[src/rtl/piso_pkg.sv]
// Shared definitions for the piso_stream serializer: FSM encodings and counter sizing.
// The PARITY state exists only when PISO_PARITY_EN is defined.
package piso_pkg;

`ifdef PISO_PARITY_EN
    typedef enum logic [1:0] {
        ST_IDLE   = 2'd0,
        ST_SHIFT  = 2'd1,
        ST_PARITY = 2'd2
    } state_t;
`else
    typedef enum logic [1:0] {
        ST_IDLE  = 2'd0,
        ST_SHIFT = 2'd1
    } state_t;
`endif

    // Bit-counter width: enough to count 0..w-1, and never narrower than one bit.
    function automatic int cnt_width(input int w);
        return (w < 2) ? 1 : $clog2(w);
    endfunction

endpackage

[src/rtl/piso_shreg.sv]
// Loadable shift register; head is the bit currently presented to the serial output.
// MSB_FIRST selects which end is the head and therefore the shift direction.
module piso_shreg #(
    parameter int WIDTH     = 8,
    parameter int MSB_FIRST = 1
) (
    input  logic             clk,
    input  logic             rst,
    input  logic             load,
    input  logic             shift,
    input  logic [WIDTH-1:0] din,
    output logic             head
);

    logic [WIDTH-1:0] sr_q;
    logic [WIDTH-1:0] sr_d;

    always_comb begin
        sr_d = sr_q;
        if (load) begin
            sr_d = din;
        end else if (shift) begin
            // Zeros fill in behind the head, so a drained register reads as 0.
            if (MSB_FIRST != 0) begin
                sr_d = {sr_q[WIDTH-2:0], 1'b0};
            end else begin
                sr_d = {1'b0, sr_q[WIDTH-1:1]};
            end
        end
    end

    always_ff @(posedge clk) begin
        if (rst) begin
            sr_q <= '0;
        end else begin
            sr_q <= sr_d;
        end
    end

    assign head = (MSB_FIRST != 0) ? sr_q[WIDTH-1] : sr_q[0];

endmodule

[src/rtl/piso_stream.sv]
// Parallel-in serial-out streamer: FSM, bit counter and flags around a piso_shreg datapath.
// Define PISO_PARITY_EN to append an even-parity bit to every frame.
module piso_stream
    import piso_pkg::*;
#(
    parameter int WIDTH     = 8,
    parameter int MSB_FIRST = 1
) (
    input  logic             CLK,
    input  logic             RST,
    input  logic             LOAD,
    input  logic [WIDTH-1:0] DIN,
    output logic             READY,
    output logic             DOUT,
    output logic             VALID,
    output logic             LAST,
    output logic [1:0]       DBG_STATE
);

    localparam int CW = cnt_width(WIDTH);
    localparam logic [CW-1:0] CNT_MAX = CW'(WIDTH - 1);

    state_t        state_q, state_d;
    logic [CW-1:0] cnt_q, cnt_d;
    logic          accept;
    logic          load_sr;
    logic          shift_sr;
    logic          last_data;
    logic          head;
`ifdef PISO_PARITY_EN
    logic          par_q, par_d;
`endif

    always_comb begin
        state_d   = state_q;
        cnt_d     = cnt_q;
        load_sr   = 1'b0;
        shift_sr  = 1'b0;
        last_data = (state_q == ST_SHIFT) && (cnt_q == CNT_MAX);
        VALID     = (state_q != ST_IDLE);
`ifdef PISO_PARITY_EN
        LAST      = (state_q == ST_PARITY);
        DOUT      = (state_q == ST_PARITY) ? par_q : (VALID & head);
`else
        LAST      = last_data;
        DOUT      = VALID & head;
`endif
        // READY during the final bit lets the next word follow with no gap.
        READY     = (state_q == ST_IDLE) || LAST;
        accept    = READY && LOAD;

        case (state_q)
            ST_IDLE: begin
                state_d = ST_IDLE;
            end
            ST_SHIFT: begin
                shift_sr = 1'b1;
                if (!last_data) begin
                    cnt_d = cnt_q + CW'(1);
                end else begin
`ifdef PISO_PARITY_EN
                    state_d = ST_PARITY;
`else
                    state_d = ST_IDLE;
                    cnt_d   = '0;
`endif
                end
            end
`ifdef PISO_PARITY_EN
            ST_PARITY: begin
                state_d = ST_IDLE;
                cnt_d   = '0;
            end
`endif
            default: begin
                state_d = ST_IDLE;
                cnt_d   = '0;
            end
        endcase

        if (accept) begin
            state_d  = ST_SHIFT;
            cnt_d    = '0;
            load_sr  = 1'b1;
            shift_sr = 1'b0;
        end
    end

`ifdef PISO_PARITY_EN
    assign par_d = load_sr ? ^DIN : par_q;
`endif

    always_ff @(posedge CLK) begin
        if (RST) begin
            state_q <= ST_IDLE;
            cnt_q   <= '0;
`ifdef PISO_PARITY_EN
            par_q   <= 1'b0;
`endif
        end else begin
            state_q <= state_d;
            cnt_q   <= cnt_d;
`ifdef PISO_PARITY_EN
            par_q   <= par_d;
`endif
        end
    end

    assign DBG_STATE = state_q;

    piso_shreg #(
        .WIDTH    (WIDTH),
        .MSB_FIRST(MSB_FIRST)
    ) u_shreg (
        .clk  (CLK),
        .rst  (RST),
        .load (load_sr),
        .shift(shift_sr),
        .din  (DIN),
        .head (head)
    );

endmodule

[config.mk]
export PLATFORM = sky130hd
export DESIGN_NAME = piso_stream
export DESIGN_NICKNAME = d
export VERILOG_FILES = /design/src/rtl/piso_pkg.sv /design/src/rtl/piso_shreg.sv /design/src/rtl/piso_stream.sv
export SDC_FILE = /design/constraint.sdc
export NUM_CORES = 1
export LEC_CHECK = 0
export ABC_AREA = 1
export CORE_ASPECT_RATIO = 0.9
export CORE_MARGIN = 2
export CORE_UTILIZATION = 44
export CTS_BUF_LIST = sky130_fd_sc_hd__clkbuf_8
export CTS_CLUSTER_SIZE = 30
export DETAILED_ROUTE_END_ITERATION = 8
export GPL_TIMING_DRIVEN = 0
export PLACE_DENSITY_LB_ADDON = 0.2
export SLEW_MARGIN = 20
export SYNTH_ARGS = -nofsm -noshare
export SYNTH_HDL_FRONTEND = slang
export SYNTH_SLANG_ARGS = --single-unit
[constraint.sdc]
create_clock -name CLK -period 1.3 [get_ports CLK]
set_input_delay 0.13 -clock CLK [delete_from_list [all_inputs] [get_ports CLK]]
set_output_delay 0.13 -clock CLK [all_outputs]
set_load 0.02 [all_outputs]
==> results of run 1 <==
logic make-up (layout without fill, tap and decap cells):
group	after synthesis	count (layout)
buf+inv	19	44
flops	12	12
compound gates	19	19
other cells	1	1
simple gates	42	42
fa+ha+maj	2	2
metrics by stage:
step / area, µm² / util [%]
final: 1023 / 73.17
after global routing: 1023 / 73.17
after global placement: 804.5 / 57.51
after detailed placement: 804.5 / 57.51
after floorplan: 645.6 / -
after CTS: 993.5 / 71.02
final cells by class:
| class | count | area (µm²) |
|---|---|---|
| buffer | 6 | 43.79 |
| inverter | 13 | 51.30 |
| multi-input combinational | 64 | 409.1 |
| clock buffer | 4 | 55.05 |
| sequential | 12 | 246.5 |
| fill | 120 | 375.4 |
| tap | 15 | 18.77 |
| timing repair buffer | 21 | 198.9 |
tightest hold or removal path: stages:
cell	delay (ps)
buf_2	150
inv_1	150
a21oi_2	70
placed cells by master (no fill, tap or decap), types with 3 or more instances in the layout:
master           synthesis  layout
a21oi_2                  0      11
buf_4                    3       8
buf_6                    1       5
clkbuf_8                 0       4
clkdlybuf4s50_1          0       9
dfxtp_1                 12       9
dlygate4sd2_1            0       3
inv_1                   13      12
nand2_1                 14      12
nand2_4                  1       4
nand3_1                 11      10
nor2_1                  14      14
o21ai_0                  6       6
synth_stat cells:
cell      n  area share, %
a21oi_1  12            9.4
buf_2     2            1.6
buf_4     3            3.5
buf_6     1            1.8
conb_1    1           0.59
dfxtp_1  12             37
ha_1      2            3.9
inv_1    13            7.6
nand2_1  14            8.2
nand2_2   1           0.98
nand2_4   1            1.8
nand3_1  11            8.6
nor2_1   14            8.2
o21ai_0   6            4.7
o21ai_1   1           0.78
or2_2     1           0.98
layer usage:
layer | global-route usage, % | vias to the layer above | share of wire, %
met1 | 25.81 | 311 | 47
met3 | 4.054 | 4 | 4.2
met5 | 0 | - | 0
met4 | 14.39 | 0 | 1.6
met2 | 33.09 | 19 | 47
li1 | - | 349 | -
final timing paths:
kind                                     start                           end  slack (ps)
hold reg to reg   u_shreg.sr_q[0]$_SDFFE_PP0P_  u_shreg.sr_q[0]$_SDFFE_PP0P_         490
setup reg to reg         cnt_q[1]$_SDFFE_PP0P_  u_shreg.sr_q[0]$_SDFFE_PP0P_        -100
hold / removal                            LOAD     DBG_STATE[0]$_SDFFE_PP0P_         300
setup / recovery         cnt_q[1]$_SDFFE_PP0P_                         READY        -110
power breakdown:
group          internal (mW)  switching [mW]
registers              0.393          0.0171
clock network          0.268           0.146
logic                  0.113           0.125
registers in the layout, indices dropped and copies added, names as in the netlist:
signal        flops
DBG_STATE         1
u_shreg.sr_q      8
cnt_q             3
timing repair:
action                                  4_1_cts  5_1_grt
hold endpoints to repair                      0        0
gates cloned                                  1        0
setup buffers                                 7        0
endpoints found under the setup margin       15       14
resized for setup                            36        9
pin swaps                                     2        3
==> metrics.md, run 1 <==
| Metric | Value |
|---|---|
| Syn Nets | between 100 and 150 |
| Critical path's largest stage delay | 350 ps |
| Final worst slack | -107.2 ps |
| Initial Util | 45.80% |
| Kind of critical path | register to primary output |
| Path depth of the worst reg2reg path | 9 |
| Status | finished with violations |
| Worst Path Required | 1170 ps |
| Antenna Cells | 0 |
| Hold WS | 298.1 ps |
| Power, Total | around 1.1 mW |
| Drt drc | 0 |
| Multiplexer share of the synthesized area | 0% |
| Setup TNS | -621.5 ps |
| Stages on worst setup path | 6 |
| Rows | 13 |
| Syn_area_per_cell | slightly below 7 µm² |
| Detailed Place HPWL | roughly 960 µm |
| CTS root buf | clkbuf_8 |
| WL/cell | around 13 µm |
| Crit path buffers/inverters | 3 |
| DRT iter0 DRCs | 19 |
| DRT Wirelength | 1.709 mm |
| Final hold vios | 0 |
| Cells after synthesis | 95 |
| CTS Sinks | 12 |
| Worst setup SP type | register |
| Fin cells | 135 |
| CTS tree | built |
| Hold Path Depth | 3 |
| Clock slew at reported path FFs | 60 ps |
| Slew Viols, Final | 0 |
| Final nets | 134 |
| Clock Latency Late Sink | 250 ps |
| Initial antenna violation count | 0 |
| Placed cell count | 124 |
| Worst Path Arrival | 1280 ps |
| Synth-to-Final Area Change | 59.77% |
| Worst slack, placed | -418.3 ps |
| CTS Hold Buffers Added | 0 |
| Share of cells above drive strength 1 | 35.00% |
| Die W | 44.22 µm |
| CTS Buffer Depth | 2 |
| # IOs | 17 |
| Core area | 0.001399 mm² |
| Placer Congestion | 0.6945 |
| Seq/Total Area, Yosys | 37.50% |
| Xor/xnor cell area share of the yosys netlist | 0% |
| Critical path endpoint category | primary output |
| Min Tclk post-route | between 1000 and 1500 ps |
| Die Area | 0.001778 mm² |
| Area share of fa/ha/maj cells after synthesis | 3.906% |
| IR drop worst, VDD | 703.6 µV |
| Total GRT Usage | between 20% and 30% |
| Post-synthesis compound-gate area fraction | 14.84% |
| CTS buffer count | 3 |
| Vias | 683 |
| RSZ-0062 raised after global routing | yes |
| # port buffers | 14 |
| # H-tree levels | 1 |
| Max Clock Skew | 6.928 ps |
| Failing checks | negative setup slack |
| Crit path max-delay family | flip-flops |
| Avg Vias per Cell | 5.059 |
| Worst Path Max Fanout | 3 |
| Max_cap viols | 0 |
| Die Ht | 40.20 µm |
| Warnings, synthesis | 0 |
| CP Cell Sequence | ha_4, ha_4, inv_4, nand2_4, buf_6, buf_6 |
| Cell area after synthesis | between 600 and 700 µm² |
| Total iterations of the first detailed-routing run | 4 |
| Synthesis-stage register bit count | 12 |
| Min-delay worst type | primary input to register |
| Final setup viols | 12 |
| Fin crit share | 108.2% |
| Synth cell types | 16 |
| Synth Area in Simple Gates | ~29% |
| Vias in the first global route | 572 |
| Global-route wire length before repair | approximately 2.5 mm |
| PD cells | 1038 mW/mm² |
| Fmax | 710.6 MHz |
| Leakage | 0.4596 nW |
| Largest family of logic cells by synthesized area | simple AND/OR/NAND/NOR gates |
| Grt ovf | 0 |
| Critical Path Slowest Stage Cell | dfxtp_4 |
| Largest net degree at the start of global routing | 11 |
| Antenna Nets Post-Route | 0 |
Power figures use the tool's default switching activity.
==> run 2, diff against run 1 <==
--- a/config.mk
+++ b/config.mk
@@ -10,7 +10,6 @@
 export CORE_MARGIN = 2
 export CORE_UTILIZATION = 44
 export CTS_BUF_LIST = sky130_fd_sc_hd__clkbuf_8
-export CTS_CLUSTER_SIZE = 30
 export DETAILED_ROUTE_END_ITERATION = 8
 export GPL_TIMING_DRIVEN = 0
 export PLACE_DENSITY_LB_ADDON = 0.2
==> results of run 2 <==
The final DEF is identical to that of run 1; final timing and power are the same.
==> run 3, diff against run 2 <==
--- a/config.mk
+++ b/config.mk
@@ -6,10 +6,8 @@
 export NUM_CORES = 1
 export LEC_CHECK = 0
 export ABC_AREA = 1
-export CORE_ASPECT_RATIO = 0.9
-export CORE_MARGIN = 2
-export CORE_UTILIZATION = 44
-export CTS_BUF_LIST = sky130_fd_sc_hd__clkbuf_8
+export CORE_UTILIZATION = 41
+export CTS_BUF_LIST = sky130_fd_sc_hd__clkbuf_8 sky130_fd_sc_hd__clkbuf_16
 export DETAILED_ROUTE_END_ITERATION = 8
 export GPL_TIMING_DRIVEN = 0
 export PLACE_DENSITY_LB_ADDON = 0.2
==> run 3 against run 2 <==
The flow still finishes with violations (negative setup slack). Design area is 4.2% lower. Worst setup slack better by 32 ps. Die area is 3.0% lower. Non-clock buffer count is 2 lower. Wire length is 3.4% lower. Count of clock-buffer cells in the layout is 1 lower. Largest power group is now sequential cells.
==> metrics.md, run 3 (synthesized netlist as in run 1, its figures left out) <==
| Metric | Value |
|---|---|
| Hold Path Origin | LOAD |
| # IOs | 17 (unchanged) |
| Critical Path Slowest Stage Cell | dfxtp_2 |
| Detailed Place HPWL | 970.2 µm (+1.3%) |
| WHS Endpoint | DBG_STATE[0]$_SDFFE_PP0P_ |
| Worst setup SP type | register |
| Reg2reg end | u_shreg.sr_q[1]$_SDFFE_PP0P_ |
| CTS Buffer Depth | 2 (unchanged) |
| RSZ-0062 raised after global routing | yes |
| Total iterations of the first detailed-routing run | 3 (-1) |
| Worst Path Required | 1170 ps (about the same) |
| Synth-to-Final Area Change | 53.13% |
| Antenna Cells | 0 (unchanged) |
| Power, Total | 981.5 µW (-7.6%) |
| Critical path's largest stage delay | 330 ps (-20 ps) |
| Final worst slack | -74.96 ps (+32.24 ps) |
| Clock Latency Late Sink | 250 ps (about the same) |
| Worst Path Max Fanout | 3 (unchanged) |
| CTS Hold Buffers Added | 0 (unchanged) |
| # H-tree levels | 1 (unchanged) |
| Final Core Density | 70.95% (-2.2 points) |
| Initial antenna violation count | 0 (unchanged) |
| Die W | 41.53 µm (-6.1%) |
| Fin crit share | 105.8% (-2.5 points) |
| Worst Path Arrival | 1240 ps (-40 ps) |
| CTS Sinks | 12 (unchanged) |
| Placer Congestion | 0.7164 (+3.2%) |
| Final nets | 132 (-1.5%) |
| Max_cap viols | 0 (unchanged) |
| R2R Path Start | cnt_q[0]$_SDFFE_PP0P_ |
| Vias in the first global route | 592 (+3.5%) |
| Path depth of the worst reg2reg path | 10 (+1) |
| Drt drc | 0 (unchanged) |
| Rows | 13 (unchanged) |
| Fill cells | 121 (+0.83%) |
| DRT iter0 DRCs | 9 (-10) |
| Slew Viols, Final | 0 (unchanged) |
| # port buffers | 14 (unchanged) |
| CTS tree | built |
| Failing checks | negative setup slack |
| Largest register FFs | 8 (unchanged) |
| Vias | 670 (-1.9%) |
| Grt ovf | 0 (unchanged) |
| Register-to-register setup slack | -40 ps (+60 ps) |
| Leakage | 0.4404 nW (-4.2%) |
| Initial Util | 46.33% (+0.54 points) |
| Kind of critical path | register to primary output |
| Antenna Nets Post-Route | 0 (unchanged) |
| CTS root buf | clkbuf_8 |
| Avg Vias per Cell | 5.076 (+0.33%) |
| Max Clock Skew | 4.014 ps (-2.914 ps) |
| CP Cell Sequence | ha_4, ha_4, inv_4, nand2_4, buf_6, buf_6 |
| WL/cell | 12.51 µm (-1.2%) |
| Final setup viols | 9 (-3) |
| Hold Path Depth | 3 (unchanged) |
| IR drop worst, VDD | 854.6 µV (+21%) |
| Global-route wire length before repair | 2.511 mm (+1.4%) |
| DRT Wirelength | 1.651 mm (-3.4%) |
| Hold WS | 310.6 ps (+12.52 ps) |
| Min-delay worst type | primary input to register |
| Crit path max-delay family | flip-flops |
| Critical path endpoint category | primary output |
| Share of cells above drive strength 1 | 32.48% (-2.5 points) |
| Largest register by flop count | u_shreg.sr_q |
| Crit path buffers/inverters | 3 (unchanged) |
| Setup TNS | -249.6 ps (+371.9 ps) |
| Largest net degree at the start of global routing | 11 (unchanged) |
| Min Tclk post-route | 1375 ps (-32.24 ps) |
| Most common cell after layout, fill and taps aside | nor2_1 |
| Clock slew at reported path FFs | 50 ps (about the same) |
| CTS buffer count | 3 (unchanged) |
| Core area | 0.001383 mm² (-1.2%) |
| Die Ht | 41.53 µm (+3.3%) |
| Die Area | 0.001725 mm² (-3.0%) |
| Status | finished with violations |
| Final hold vios | 0 (unchanged) |
| PD cells | 1001 mW/mm² (-3.6%) |
| Fmax | 727.3 MHz (+2.3%) |
| Worst slack, placed | -432.6 ps (-14.27 ps) |
| Most frequent cells in the layout | nor2_1, nand2_1, inv_1 |
| Total GRT Usage | 19.60% (-1.2 points) |
## run 3: cell type report
type	instances	area, µm²	area share, %
well taps	15	18.77	1.913
multi-input cells	64	394.1	40.18
clock buffers	3	41.29	4.209
plain buffers	6	43.79	4.464
inverters	13	51.30	5.230
flip-flops and latches	12	244.0	24.87
repair buffers	19	187.7	19.13
## run 3: per-layer routing
metal / track usage (%) / wire (µm)
met1: 20.70 / 698
met2: 34.38 / 850
met3: 6.522 / 61
met4: 9.677 / 40
met5: 0 / 0
## run 3: what timing repair did
item	CTS	global route
gates resized for setup	30	11
gates cloned	0	0
buffers inserted	4	1
pin swaps	0	6
setup endpoints to repair	15	11
## run 3: worst register-to-register path, delay by kind of cell, from the launching register on
kind	cells	cell delay, ps
adders and majority gates	2	320
buffers and inverters	3	320
DFF	1	330
and+or+nand+nor	5	280
## run 3: stage by stage
stage                     cell area (µm²)  cells
after floorplan                     645.6     95
after global placement              804.5    124
after detailed placement            804.5    124
after CTS                           930.9    131
after global routing                980.9    132
final                               980.9    132
## run 3: worst max path at each step
| stage | startpoint | endpoint | cells past startpoint | slack [ps] |
|---|---|---|---|---|
| 2_1_floorplan | cnt_q[0]$_SDFFE_PP0P_ | u_shreg.sr_q[2]$_SDFFE_PP0P_ | 8 | 10 |
| 3_3_place_gp | cnt_q[0]$_SDFFE_PP0P_ | READY | 6 | -410 |
| 3_5_place_dp | cnt_q[0]$_SDFFE_PP0P_ | READY | 6 | -430 |
| 4_1_cts | cnt_q[0]$_SDFFE_PP0P_ | READY | 6 | -100 |
| 5_1_grt | cnt_q[0]$_SDFFE_PP0P_ | READY | 6 | -110 |
| 6_report | cnt_q[0]$_SDFFE_PP0P_ | READY | 6 | -70 |
## run 3: power by group
| group | internal (mW) | switching, mW |
|---|---|---|
| logic | 0.106 | 0.114 |
| registers | 0.395 | 0.0183 |
| clock network | 0.205 | 0.143 |
